[config.mk]
export PLATFORM = sky130hd
export DESIGN_NAME = pc_unit
export DESIGN_NICKNAME = d
export VERILOG_FILES = /design/src/rtl/pc_unit.sv
export SDC_FILE = /design/constraint.sdc
export NUM_CORES = 1
export LEC_CHECK = 0
export ABC_CLOCK_PERIOD_IN_PS = 4300
export BUFFER_PORTS_ARGS = -buffer_cell sky130_fd_sc_hd__buf_2
export CAP_MARGIN = 20
export CORE_ASPECT_RATIO = 0.6
export CORE_MARGIN = 3
export CORE_UTILIZATION = 30
export CTS_CLUSTER_DIAMETER = 80
export DETAILED_ROUTE_END_ITERATION = 12
export GPL_TIMING_DRIVEN = 0
export PLACE_DENSITY = 0.61
export SYNTH_ARGS = -nofsm -noshare
export SYNTH_HDL_FRONTEND = slang
export SYNTH_SLANG_ARGS = --single-unit
[constraint.sdc]
create_clock -name clk -period 4.3 [get_ports clk]
set_input_delay 0.215 -clock clk [delete_from_list [all_inputs] [get_ports clk]]
set_output_delay 0.215 -clock clk [all_outputs]
set_load 0.02 [all_outputs]
[src/rtl/pc_unit.sv]
// pc_unit: architectural program counter and next-PC selector for the
// single-cycle RISC-V core. Sequences BOOT/RUN/HALT(/TRAP) and counts
// retired instructions. All outputs are registered.
//
// Optional feature macro: PC_MISALIGN_TRAP_EN
//   defined   -> a misaligned redirect target traps to TRAP_VECTOR
//   undefined -> redirect targets are force-aligned, TRAP never entered
module pc_unit #(
  parameter logic [31:0] RESET_VECTOR = 32'h0000_0000,
  parameter logic [31:0] TRAP_VECTOR  = 32'h0000_0100
) (
  input  logic        clk,
  input  logic        rst,
  input  logic [31:0] pc_plus4,
  input  logic        branch_taken,
  input  logic [31:0] branch_target,
  input  logic        jalr,
  input  logic [31:0] jalr_target,
  input  logic        stall,
  input  logic        halt_req,
  input  logic        resume,
  output logic [31:0] pc,
  output logic        pc_valid,
  output logic [1:0]  state,
  output logic [31:0] retire_count,
  output logic        misalign
);

  typedef enum logic [1:0] {
    ST_BOOT = 2'd0,
    ST_RUN  = 2'd1,
    ST_HALT = 2'd2,
    ST_TRAP = 2'd3
  } state_t;

  state_t      state_q, state_d;
  logic [31:0] pc_q, pc_d;
  logic [31:0] retire_q;
  logic        retire_en;
  logic        pc_valid_q, pc_valid_d;
  logic        misalign_q, misalign_d;
  logic        redirect;
  logic [31:0] target;

  // Select the redirect target: JALR beats a taken branch, JALR bit 0 cleared.
  always_comb begin
    redirect = jalr | branch_taken;
    target   = jalr ? (jalr_target & 32'hFFFF_FFFE) : branch_target;
  end

  // State register plus registered outputs and retire counter.
  always_ff @(posedge clk) begin
    // NOTE: every sequential assignment is non-blocking so all registers
    // see the pre-edge values of each other, regardless of statement order.
    if (rst) begin
      state_q    <= ST_BOOT;
      pc_q       <= RESET_VECTOR;
      pc_valid_q <= 1'b0;
      misalign_q <= 1'b0;
      retire_q   <= '0;
    end else begin
      state_q    <= state_d;
      pc_q       <= pc_d;
      pc_valid_q <= pc_valid_d;
      misalign_q <= misalign_d;
      if (retire_en) retire_q <= retire_q + 32'd1;
    end
  end

  // Next-state and next-PC selection.
  always_comb begin
    // NOTE: defaults first so every path assigns every variable; without
    // them a missed branch would infer a latch.
    state_d   = state_q;
    pc_d      = pc_q;
    retire_en = 1'b0;
    case (state_q)
      ST_BOOT: state_d = ST_RUN;
      ST_RUN: begin
        if (halt_req) begin
          // ECALL/EBREAK still retires; execution resumes after it.
          pc_d      = pc_plus4;
          state_d   = ST_HALT;
          retire_en = 1'b1;
        end else if (stall) begin
          // Hold PC; any redirect this cycle is ignored.
          pc_d = pc_q;
        end else if (redirect) begin
`ifdef PC_MISALIGN_TRAP_EN
          if (target[1:0] != 2'b00) begin
            pc_d    = TRAP_VECTOR;
            state_d = ST_TRAP;
          end else begin
            pc_d      = target;
            retire_en = 1'b1;
          end
`else
          pc_d      = target & 32'hFFFF_FFFC;
          retire_en = 1'b1;
`endif
        end else begin
          pc_d      = pc_plus4;
          retire_en = 1'b1;
        end
      end
      ST_HALT: begin
        if (resume) state_d = ST_RUN;
      end
      ST_TRAP: begin
        // One bubble cycle at the trap vector, then execute from it.
        pc_d    = TRAP_VECTOR;
        state_d = ST_RUN;
      end
      default: state_d = ST_BOOT;
    endcase
  end

  // Next values of the registered status outputs.
  always_comb begin
    pc_valid_d = (state_d == ST_RUN);
`ifdef PC_MISALIGN_TRAP_EN
    misalign_d = (state_d == ST_TRAP);
`else
    misalign_d = 1'b0;
`endif
  end

  assign pc           = pc_q;
  assign pc_valid     = pc_valid_q;
  assign state        = state_q;
  assign retire_count = retire_q;
  assign misalign     = misalign_q;

endmodule

Yosys cells after proc, flatten, opt, wreduce, memory -nomap -nowiden

Cells that the tools add are included.

Register bits: 67
Output and inout port bits: 68
Logic and storage cells: 26

Add/subtract/negate cells: 1
Eq/ne operators: 5
Muxes and demuxes: 11
Bitwise logic cells: 1
Reductions and logical operators: 4

Operators by type and width:

| kind                                                 | count |
|---|---|
| 2-to-1 mux 32 bit                                    | 4 |
| one-hot mux 32 bit (2 select lines)                  | 1 |
| adder 32 x 1 -> 32 bit (second input constant)       | 1 |
| one-hot mux 2 bit (3 select lines)                   | 1 |
| equality test 2 x 1 -> 1 bit (second input constant) | 2 |
| equality test 2 bit (second input constant)          | 2 |
| 2-to-1 mux 2 bit                                     | 2 |
| 2-to-1 mux 1 bit                                     | 3 |
| inequality test 3 bit (second input constant)        | 1 |
| logical NOT 2 bit                                    | 1 |
| AND reduction 2 bit                                  | 1 |
| nonzero test 2 bit                                   | 1 |
| OR reduction 2 bit                                   | 1 |
| OR 1 bit                                             | 1 |

Longest topological paths before layout

Gate-level depths: netlist of the first run.

Word-level depth: 5
Mapped depth: 8

Worst setup path before layout of the first run

Ideal clock, no wire load.

Path kind: reg-to-reg
Start: register state_q[0], in the netlist state[0]
End: register retire_q[23], in the netlist retire_count[23]
Library setup time: 70 ps
Data arrival time: 1857 ps
Required time: 4230 ps
Path slack: 2372 ps
Stages on the path, launching flop included: 7
Buffers on the path: 0
Clock period less this slack: 1928 ps
Cell sequence: dfxtp_1 -> ha_1 -> inv_2 -> nor4_4 -> nand3_2 -> or3_1 -> a21oi_1

Word-level cells in the longest chain between the ends: 2

RTL lines:

| item                         | line | RTL |
|---|---|---|
| from (decl)                  | 36   | `state_t state_q, state_d;` |
| from (signal assigned)       | 62   | `state_q <= state_d;` |
| equality test 2 x 1 -> 1 bit | 77   | `case (state_q)` |
| 2-to-1 mux 1 bit             | 77   |  |
| to (signal assigned)         | 66   | `if (retire_en) retire_q <= retire_q + 32'd1;` |
| to (decl)                    | 38   | `logic [31:0] retire_q;` |

Every way passes these cells.
A chain may end at the register's enable or synchronous reset.

Final worst setup path of the first run

Start: register state_q[0], in the netlist state[0]
End: register pc_q[2], in the netlist pc[2]

Word-level cells in the longest chain between the ends: 3

RTL lines:

| item                                                                                | line | RTL |
|---|---|---|
| equality test 2 x 1 -> 1 bit / equality test 2 bit (equally long branches)          | 77   |  |
| inequality test 3 bit (no source line) / nonzero test 2 bit (equally long branches) | n/a  |  |
| AND reduction 2 bit (no source line)                                                | n/a  |  |
| to (signal assigned)                                                                | 63   | `pc_q <= pc_d;` |
| to (decl)                                                                           | 37   | `logic [31:0] pc_q, pc_d;` |

Parallel ways exist; a longest one is shown, timed or not.

==> results.rst, run 1 <==
.. list-table::
   :header-rows: 1

   * - Metric
     - Value
   * - Status
     - complete, no violations
   * - Drt drc
     - 0
   * - Overall die height
     - 87.5 um
   * - Hold_buf cts
     - 0
   * - Number of buffers created by CTS
     - 9
   * - Number of antenna violations at the first check in global routing
     - 0
   * - Max-cap violation count
     - 0
   * - Htree depth
     - 3
   * - Category of the critical setup timing path
     - flip-flop to flip-flop
   * - Number of rows created at floorplan
     - 29
   * - Fraction of registers with async set or reset after synthesis
     - 0%
   * - Share of the synthesized area in the top cell type
     - 40.3%
   * - Clock tree from TritonCTS
     - done
   * - Crit path time final
     - 2250 ps
   * - Global-route usage over all layers
     - 16.8%
   * - Total vias in the final route
     - 3,530
   * - Die footprint
     - 12,400 um^2
   * - Diode count
     - 0
   * - Commonest cells after routing, fill and taps aside
     - 167 x sky130_fd_sc_hd__buf_2, 72 x sky130_fd_sc_hd__nand2_1, 67 x sky130_fd_sc_hd__dfxtp_1, 38 x sky130_fd_sc_hd__nor2_1, 38 x sky130_fd_sc_hd__a21oi_1
   * - Largest net degree at the start of global routing
     - 12
   * - Die Width
     - 142 um
   * - Core outline area
     - 10,700 um^2
   * - Insertion delay of the later-clocked pin in the worst-skew pair
     - 320 ps
   * - Cell accounting for the most synthesized area
     - sky130_fd_sc_hd__dfxtp_1
   * - Fmax
     - 0.445 GHz
   * - Lkg Pwr
     - 2.08 nW
   * - Number of buffers inserted by post-CTS setup repair
     - 0
   * - Sort of element at the start of the critical path
     - flip-flop
   * - Crit path required time
     - 4550 ps
   * - Via density per instance
     - 4.90
   * - Syn Area/Cell
     - 8.27 um^2
   * - Flip-flop cell with the highest count after synthesis
     - sky130_fd_sc_hd__dfxtp_1
   * - Total power per unit cell area
     - 406 nW/um^2
   * - FF+latch area
     - 1340 um^2
   * - Number of endpoints with negative hold slack in the final report
     - 0
   * - RSZ-0062 raised after global routing
     - false
   * - Routability cong.
     - 0.874
   * - Synthesized instance count
     - 402
   * - Clk slew on worst S/H paths
     - 60 ps
   * - Most common cell after layout, fill and taps aside
     - sky130_fd_sc_hd__buf_2
   * - Setup Viol. Count Final
     - 0
   * - Post-Synthesis Net Count
     - 509
   * - GR Overflow Total
     - 0
   * - Count of fill cells added during filler insertion
     - 1,104
   * - Measured slew at the worst slew-check pin
     - 782 ps
   * - NumNets Final
     - 684
   * - Path type of the worst min-delay path
     - primary input to flip-flop
   * - Crit path max fanout
     - 10
   * - Total routed wirelength
     - 10,600 um
   * - Largest cells by area after synthesis
     - sky130_fd_sc_hd__dfxtp_1 40%, sky130_fd_sc_hd__mux2i_1 9.3%, sky130_fd_sc_hd__nand2_1 8.1%
   * - Pre-Repair DR Iteration Count
     - 4
   * - Largest voltage drop on the vdd net
     - 0.000207 V
   * - Clock tree root driver cell
     - sky130_fd_sc_hd__clkbuf_16
   * - Proportion of layout cells with a drive suffix above 1
     - 32.6%
   * - Final cycle utilization of the critical path
     - 52.3%
   * - Total of cells resized after clock tree synthesis
     - 0
   * - Sum of negative setup slack
     - 0 ps
   * - Slew HR
     - 47.4%
   * - Wirelength per Cell
     - 14.7 um
   * - EDFF count, synth
     - 0
   * - HPWL after DPL
     - 8480 um
   * - Area occupied by multi-input gates
     - 1850 um^2
   * - Setup Skew
     - 10.2 ps
   * - Top-level I/O count
     - 171
   * - Distinct cells, synth
     - 36
   * - Fraction of the yosys area taken by sequential cells
     - 40.3%
   * - PortBufs
     - 164
   * - Crit path capture type
     - flip-flop
   * - Count of pins over their slew limit
     - 0
   * - Antenna violation net count after detailed routing
     - 0
   * - Effective utilization at floorplan
     - 31.2%
   * - Worst Path Arrival
     - 2500 ps
   * - Buffers from clock root to sink, at most
     - 2
   * - Number of global-route vias before repair
     - 3,400
   * - Sink Count
     - 67
   * - Yosys Warn Count
     - 0
   * - Post-synthesis instance area
     - 3320 um^2
   * - Violation count after the first detailed-routing iteration
     - 124
   * - Global-route wire length before repair
     - 16,500 um
   * - Total Power Consumption
     - 1.86 mW
   * - Synthesized flop and latch total
     - 67
   * - Layout area overhead
     - 38.1%
-- cell families (layout without fill, tap and decap cells) --
logic type,Yosys count,in the layout,synth area share (%)
compound gates,77,77,14.2
mux,31,31,9.33
buf+inv,32,212,4.06
simple gates,164,164,23.6
flops,67,67,40.3
xor+xnor,26,26,6.85
fa+ha+maj,4,4,1.51
other cells,1,1,0.113
-- worst paths after layout --
path | startpoint | endpoint | slack [ps] | cells past startpoint
worst max-delay path | state[0] | pc[2] | 2050 | 6
worst min-delay path | rst | state[0] | 100 | 2
worst max register to register | state[0] | pc[2] | 2050 | 6
worst min register to register | pc[2] | pc[2] | 450 | 2
-- registers in the layout, summed over array words and instances (netlist names) --
name	flops
pc	32
retire_count	32
state	2
pc_valid	1
-- critical path, cell delays in order (launching register included) --
cell and delay (ps):
sky130_fd_sc_hd__dfxtp_1 420, sky130_fd_sc_hd__ha_1 280, sky130_fd_sc_hd__inv_2 110, sky130_fd_sc_hd__nor3_1 570, sky130_fd_sc_hd__clkbuf_1 440, sky130_fd_sc_hd__o211ai_1 190, sky130_fd_sc_hd__a21oi_1 150
-- report_power, final --
group | internal [mW] | switching (mW)
Sequential | 0.685 | 0.0402
Combinational | 0.172 | 0.299
Clock | 0.405 | 0.263
Total | 1.26 | 0.602
-- final cells by class --
class                           instances  share of cell area (%)
Inverter                                6                   0.490
Buffer                                 26                    2.45
Clock inverter                          4                   0.572
Timing Repair Buffer                  164                    17.9
Clock buffer                           12                    5.37
Sequential cell                        67                    29.2
Tap cell                              139                    3.79
Multi-Input combinational cell        303                    40.2
-- synth_stat cells (2+ instances only) --
cell type                  count
sky130_fd_sc_hd__o21ai_0       6
sky130_fd_sc_hd__a21oi_1      38
sky130_fd_sc_hd__inv_1         5
sky130_fd_sc_hd__nor4_4        2
sky130_fd_sc_hd__and3_1        4
sky130_fd_sc_hd__dfxtp_1      67
sky130_fd_sc_hd__and4_1        2
sky130_fd_sc_hd__or3_1         6
sky130_fd_sc_hd__ha_1          4
sky130_fd_sc_hd__xor2_1       21
sky130_fd_sc_hd__nor4_1        2
sky130_fd_sc_hd__nand2_1      72
sky130_fd_sc_hd__nor3_1        3
sky130_fd_sc_hd__nand3_1      10
sky130_fd_sc_hd__a32oi_1       2
sky130_fd_sc_hd__nor2_1       38
sky130_fd_sc_hd__buf_2         3
sky130_fd_sc_hd__nand4b_1      2
sky130_fd_sc_hd__nand4_1      15
sky130_fd_sc_hd__o211ai_1     29
sky130_fd_sc_hd__clkbuf_1     21
sky130_fd_sc_hd__xnor2_1       5
sky130_fd_sc_hd__mux2i_1      31
sky130_fd_sc_hd__or2_2         2
-- layer usage --
| metal | vias to the layer above | GRT usage [%] | wire (um) |
|---|---|---|---|
| met1 | 1643 | 23.5 | 5280 |
| met3 | 7 | 5.18 | 742 |
| li1 | 1765 | - | - |
| met4 | 0 | 4.01 | 68 |
| met2 | 115 | 25.5 | 4540 |
| met5 | - | 0 | 0 |
-- per-stage QoR --
step	cell area, um^2	worst slack, ps	hold slack [ps]	cells	util, %
after detailed placement	4320	2060	441	705	40.5
after CTS	4590	2030	87.9	721	43.0
after global routing	4590	1770	108	721	43.0
after global placement	4320	2100	441	705	40.5
after floorplan	3320	2370	299	402	-
final	4590	2050	103	721	43.0
(Power assumes the default switching activity.)
==> run 2: changes to the inputs <==
ABC_CLOCK_PERIOD_IN_PS = 2050   (was 4300)
PLACE_DENSITY = 0.63   (was 0.61)
clock period = 2.05 ns   (was 4.3 ns; I/O delays follow)
==> results.rst, run 2 (same netlist as run 1, synthesis figures left out) <==
.. list-table::
   :header-rows: 1

   * - Metric
     - Value
   * - Layout Cells excl Fill
     - 726 (+0.69%)
   * - FF+latch area
     - 1340 um^2 (unchanged)
   * - Top-level I/O count
     - 171 (unchanged)
   * - Total vias in the final route
     - 3,558 (+0.79%)
   * - Most common cell after layout, fill and taps aside
     - sky130_fd_sc_hd__buf_2
   * - Diode count
     - 0 (unchanged)
   * - Fin util
     - 44.4% (+1.3 points)
   * - Sink Count
     - 67 (unchanged)
   * - Number of buffers created by CTS
     - 9 (unchanged)
   * - Proportion of layout cells with a drive suffix above 1
     - 35.4% (+2.8 points)
   * - Die Width
     - 142 um (unchanged)
   * - PortBufs
     - 164 (unchanged)
   * - Count of fill cells added during filler insertion
     - 1,112 (+0.72%)
   * - Overall die height
     - 87.5 um (unchanged)
   * - Largest voltage drop on the vdd net
     - 0.000454 V (+120%)
   * - Antenna violation net count after detailed routing
     - 0 (unchanged)
   * - Lkg Pwr
     - 2.15 nW (+3.5%)
   * - Number of instances in the placed design
     - 705 (unchanged)
   * - Total Power Consumption
     - 4.08 mW (+120%)
   * - Clock tree root driver cell
     - sky130_fd_sc_hd__clkbuf_16
   * - Commonest cells after routing, fill and taps aside
     - 167 x sky130_fd_sc_hd__buf_2, 72 x sky130_fd_sc_hd__nand2_1, 67 x sky130_fd_sc_hd__dfxtp_1, 37 x sky130_fd_sc_hd__a21oi_1, 36 x sky130_fd_sc_hd__nor2_1
   * - Number of endpoints with negative hold slack in the final report
     - 0 (unchanged)
   * - Critical-path top delay cell
     - sky130_fd_sc_hd__dfxtp_1
   * - Pre-Repair DR Iteration Count
     - 6 (+2)
   * - Global-route usage over all layers
     - 16.8% (about the same)
   * - Crit path capture type
     - flip-flop
   * - Largest net degree at the start of global routing
     - 12 (unchanged)
   * - Total power per unit cell area
     - 861 nW/um^2 (+110%)
   * - Number of antenna violations at the first check in global routing
     - 0 (unchanged)
   * - Wirelength per Cell
     - 14.5 um (-1.7%)
   * - Htree depth
     - 3 (unchanged)
   * - Effective utilization at floorplan
     - 31.2% (unchanged)
   * - Number of global-route vias before repair
     - 3,427 (+0.79%)
   * - Number of rows created at floorplan
     - 29 (unchanged)
   * - Buffers from clock root to sink, at most
     - 2 (unchanged)
   * - Status
     - complete, no violations
   * - Count of buffer and inverter cells on the critical path
     - 2 (unchanged)
   * - Drt drc
     - 0 (unchanged)
   * - Violation count after the first detailed-routing iteration
     - 167 (+35%)
   * - Worst stage delay on the critical path
     - 460 ps (-110 ps)
   * - Top cell family by delay on the critical path
     - simple AND/OR/NAND/NOR gates
   * - Die footprint
     - 12,400 um^2 (unchanged)
   * - Crit path required time
     - 2300 ps (-2250 ps)
   * - Slew HR
     - 63.1% (+16 points)
   * - Crit path time final
     - 1890 ps (-355 ps)
   * - Sum of negative setup slack
     - 0 ps (unchanged)
   * - Clk slew on worst S/H paths
     - 50 ps (about the same)
   * - GR Overflow Total
     - 0 (unchanged)
   * - Global-route wire length before repair
     - 16,800 um (+1.5%)
   * - Sort of element at the start of the critical path
     - flip-flop
   * - Clock tree from TritonCTS
     - done
   * - Setup Viol. Count Final
     - 0 (unchanged)
   * - Crit path max fanout
     - 7 (-3)
   * - Layout area overhead
     - 42.4%
   * - Routability cong.
     - 0.857 (-2.0%)
   * - Fmax
     - 0.528 GHz (+19%)
   * - Worst Path Arrival
     - 2140 ps (-360 ps)
   * - Path type of the worst min-delay path
     - primary input to flip-flop
   * - CP Cell Sequence
     - ha_4 -> inv_4 -> nor4_4 -> buf_4 -> nand3_2 -> or3_1 -> a21oi_1
   * - Measured slew at the worst slew-check pin
     - 549 ps (-233 ps)
   * - Category of the critical setup timing path
     - flip-flop to flip-flop
   * - Setup Skew
     - 4.53 ps (-5.68 ps)
   * - Insertion delay of the later-clocked pin in the worst-skew pair
     - 320 ps (about the same)
   * - Worst hold margin
     - 52.3 ps (-50.3 ps)
   * - Final cycle utilization of the critical path
     - 92.4% (+40 points)
   * - HPWL after DPL
     - 8370 um (-1.2%)
   * - Core outline area
     - 10,700 um^2 (unchanged)
   * - Max-cap violation count
     - 0 (unchanged)
   * - Via density per instance
     - 4.90 (about the same)
   * - RSZ-0062 raised after global routing
     - false
   * - Total routed wirelength
     - 10,500 um (-1.0%)
   * - Count of pins over their slew limit
     - 0 (unchanged)
   * - NumNets Final
     - 689 (+0.73%)
   * - Area occupied by multi-input gates
     - 1900 um^2 (+2.8%)
-- run 2: layout make-up --
class / instances / share of cell area, %
clock buffers: 11 / 5.13
clock inverters: 5 / 1.11
plain buffers: 26 / 2.62
repair buffers: 169 / 18.5
flip-flops and latches: 67 / 28.3
inverters: 6 / 0.529
well taps: 139 / 3.67
multi-input cells: 303 / 40.2
-- run 2: power breakdown --
group / internal, mW / total [mW] / switching [mW]
Clock: 0.967 / 1.51 / 0.542
Sequential: 1.44 / 1.52 / 0.0846
Combinational: 0.401 / 1.04 / 0.643
Total: 2.81 / 4.08 / 1.27
-- run 2: timing repair --
| action | CTS | global route |
|---|---|---|
| buffers inserted | 3 | 1 |
| pin swaps | 1 | 1 |
| hold buffers | 1 | 0 |
| resized for setup | 8 | 14 |
| endpoints found under the hold margin | 1 | 0 |
| endpoints found under the setup margin | 37 | 47 |
-- run 2: through the flow --
stage | worst slack (ps) | cell area [um^2]
after global placement | -179 | 4320
after detailed placement | -214 | 4320
after CTS | 7.38 | 4670
after global routing | 21.5 | 4730
final | 156 | 4730
after floorplan | 122 | 3320
-- run 2: path summary, 6_finish.rpt --
kind                     from          endpoint  slack, ps  cells past startpoint
setup / recovery     state[0]  retire_count[23]        160                      7
setup reg to reg     state[0]  retire_count[23]        160                      7
hold reg to reg        pc[12]            pc[12]        450                      2
hold / removal    pc_plus4[1]             pc[1]         50                      3
-- run 2: per-layer routing --
layer | track usage, % | vias up | part of all wire [%] | wire, um
li1 | - | 1772 | - | -
met1 | 24.3 | 1663 | 48 | 5090
met2 | 25.5 | 117 | 44 | 4640
met3 | 3.55 | 6 | 6.8 | 715
met4 | 4.70 | 0 | 0.74 | 78
met5 | 0 | - | 0 | 0
-- run 2: tightest hold or removal path: stages --
cell                      delay [ps]
sky130_fd_sc_hd__buf_2            80
sky130_fd_sc_hd__a32oi_1          80
sky130_fd_sc_hd__nor2_1           70
==> run 3: changes to the inputs <==
==> constraint.sdc (replaced) <==
create_clock -name clk -period 2.05 [get_ports clk]
set_input_delay 0.41 -clock clk [delete_from_list [all_inputs] [get_ports clk]]
set_output_delay 0.41 -clock clk [all_outputs]
set_load 0.02 [all_outputs]
==> results.rst, run 3 (same netlist as run 1, synthesis figures left out) <==
.. list-table::
   :header-rows: 1

   * - Metric
     - Value
   * - Status
     - complete, no violations
   * - GR Overflow Total
     - 0 (unchanged)
   * - Proportion of layout cells with a drive suffix above 1
     - 35.5% (+0.060 points)
   * - Sink Count
     - 67 (unchanged)
   * - Lkg Pwr
     - 2.14 nW (-0.19%)
   * - Most common cell after layout, fill and taps aside
     - sky130_fd_sc_hd__buf_2
   * - Largest net degree at the start of global routing
     - 12 (unchanged)
   * - Sum of negative setup slack
     - 0 ps (unchanged)
   * - Number of endpoints with negative hold slack in the final report
     - 0 (unchanged)
   * - Crit path capture type
     - flip-flop
   * - PortBufs
     - 164 (unchanged)
   * - Buffers from clock root to sink, at most
     - 2 (unchanged)
   * - Global-route wire length before repair
     - 16,800 um (-0.13%)
   * - Count of pins over their slew limit
     - 0 (unchanged)
   * - Total vias in the final route
     - 3,546 (-0.34%)
   * - HPWL after DPL
     - 8370 um (unchanged)
   * - Hold_buf cts
     - 0 (-1)
   * - RSZ-0062 raised after global routing
     - false
   * - Die Width
     - 142 um (unchanged)
   * - Slew HR
     - 63.1% (unchanged)
   * - Setup Viol. Count Final
     - 0 (unchanged)
   * - Category of the critical setup timing path
     - flip-flop to flip-flop
   * - Routability cong.
     - 0.857 (unchanged)
   * - Count of fill cells added during filler insertion
     - 1,113 (+0.090%)
   * - Critical-path top delay cell
     - sky130_fd_sc_hd__dfxtp_1
   * - Drt drc
     - 0 (unchanged)
   * - Setup Skew
     - 4.49 ps (-0.0412 ps)
   * - Worst Path Arrival
     - 2150 ps (about the same)
   * - Layout area overhead
     - 42.1%
   * - Measured slew at the worst slew-check pin
     - 549 ps (-0.0000596 ps)
   * - Crit path required time
     - 2300 ps (about the same)
   * - Effective utilization at floorplan
     - 31.2% (unchanged)
   * - Path type of the worst min-delay path
     - primary input to flip-flop
   * - Max-cap violation count
     - 0 (unchanged)
   * - Commonest cells after routing, fill and taps aside
     - 167 x sky130_fd_sc_hd__buf_2, 72 x sky130_fd_sc_hd__nand2_1, 67 x sky130_fd_sc_hd__dfxtp_1, 37 x sky130_fd_sc_hd__a21oi_1, 36 x sky130_fd_sc_hd__nor2_1
   * - Fmax
     - 0.528 GHz (about the same)
   * - Worst stage delay on the critical path
     - 460 ps (about the same)
   * - Die footprint
     - 12,400 um^2 (unchanged)
   * - Wirelength per Cell
     - 14.5 um (+0.20%)
   * - Clock tree from TritonCTS
     - done
   * - Clk slew on worst S/H paths
     - 50 ps (about the same)
   * - Crit path max fanout
     - 7 (unchanged)
   * - Number of buffers created by CTS
     - 9 (unchanged)
   * - Crit path time final
     - 1900 ps (+1.27 ps)
   * - Top-level I/O count
     - 171 (unchanged)
   * - Via density per instance
     - 4.89 (-0.20%)
   * - Number of global-route vias before repair
     - 3,424 (-0.088%)
   * - Sort of element at the start of the critical path
     - flip-flop
   * - Diode count
     - 0 (unchanged)
   * - Clock tree root driver cell
     - sky130_fd_sc_hd__clkbuf_16
   * - Insertion delay of the later-clocked pin in the worst-skew pair
     - 320 ps (about the same)
   * - Overall die height
     - 87.5 um (unchanged)
   * - NumNets Final
     - 688 (-0.15%)
   * - Violation count after the first detailed-routing iteration
     - 176 (+5.4%)
   * - Core outline area
     - 10,700 um^2 (unchanged)
   * - CP Cell Sequence
     - ha_4 -> inv_4 -> nor4_4 -> buf_4 -> nand3_2 -> or3_1 -> a21oi_1
   * - Final cycle utilization of the critical path
     - 92.5% (about the same)
   * - Number of rows created at floorplan
     - 29 (unchanged)
   * - Antenna violation net count after detailed routing
     - 0 (unchanged)
   * - Total routed wirelength
     - 10,500 um (about the same)
   * - Largest voltage drop on the vdd net
     - 0.000455 V (+0.16%)
   * - Pre-Repair DR Iteration Count
     - 6 (unchanged)
   * - Post-layout instance area
     - 4720 um^2 (-0.21%)
   * - Area after DPL
     - 4320 um^2 (unchanged)
   * - Top cell family by delay on the critical path
     - simple AND/OR/NAND/NOR gates
   * - Total power per unit cell area
     - 863 nW/um^2 (+0.21%)
   * - Number of antenna violations at the first check in global routing
     - 0 (unchanged)
   * - Global-route usage over all layers
     - 16.8% (-0.023 points)
   * - Count of buffer and inverter cells on the critical path
     - 2 (unchanged)
   * - Htree depth
     - 3 (unchanged)
run 3: cell types whose count changed in the layout (fill, tap and decap cells not counted), sizes merged:
cell,change
dlygate4sd3,-1
run 3: area by class of cell:
type | count | area (um^2) | share of cell area, %
multi-input combinational | 303 | 1900 | 40.2
inverter | 6 | 25.0 | 0.530
sequential | 67 | 1340 | 28.4
timing repair buffer | 168 | 863 | 18.3
buffer | 26 | 124 | 2.62
tap | 139 | 174 | 3.68
clock buffer | 11 | 243 | 5.14
clock inverter | 5 | 52.6 | 1.11
run 3: repair_timing:
action	4_1_cts	5_1_grt
gates resized for setup	8	14
pin swaps	1	1
setup endpoints to repair	37	47
setup buffers	3	1
run 3: where the power goes:
part / switching, mW / leakage [nW] / internal, mW
clock: 0.543 / 0.145 / 0.967
sequential: 0.0848 / 0.544 / 1.44
combinational: 0.643 / 1.45 / 0.399
run 3: path summary, 6_finish.rpt:
path | startpoint | endpoint | cells past startpoint | slack, ps
hold / removal | rst | state[0] | 2 | 310
hold reg to reg | pc[12] | pc[12] | 2 | 450
setup reg to reg | state[0] | retire_count[23] | 7 | 150
setup / recovery | state[0] | retire_count[23] | 7 | 150
run 3: routing by layer:
layer | share of wire, % | GRT usage, % | vias to the layer above
met5 | 0 | 0 | -
met4 | 0.22 | 4.70 | 0
met3 | 6.3 | 3.55 | 2
met2 | 45 | 25.4 | 107
met1 | 49 | 24.3 | 1665
li1 | - | - | 1772
run 3: per-stage QoR:
| stage | total power, mW | setup slack, ps | hold slack, ps | std cells | utilization, % |
|---|---|---|---|---|---|
| floorplan | 2.16 | 122 | 494 | 402 | - |
| global placement | 2.52 | -179 | 441 | 705 | 40.5 |
| detailed placement | 2.54 | -214 | 443 | 705 | 40.5 |
| CTS | 4.10 | 7.38 | 297 | 724 | 43.7 |
| global route | 4.31 | 21.5 | 319 | 725 | 44.3 |
| finish | 4.08 | 154 | 307 | 725 | 44.3 |
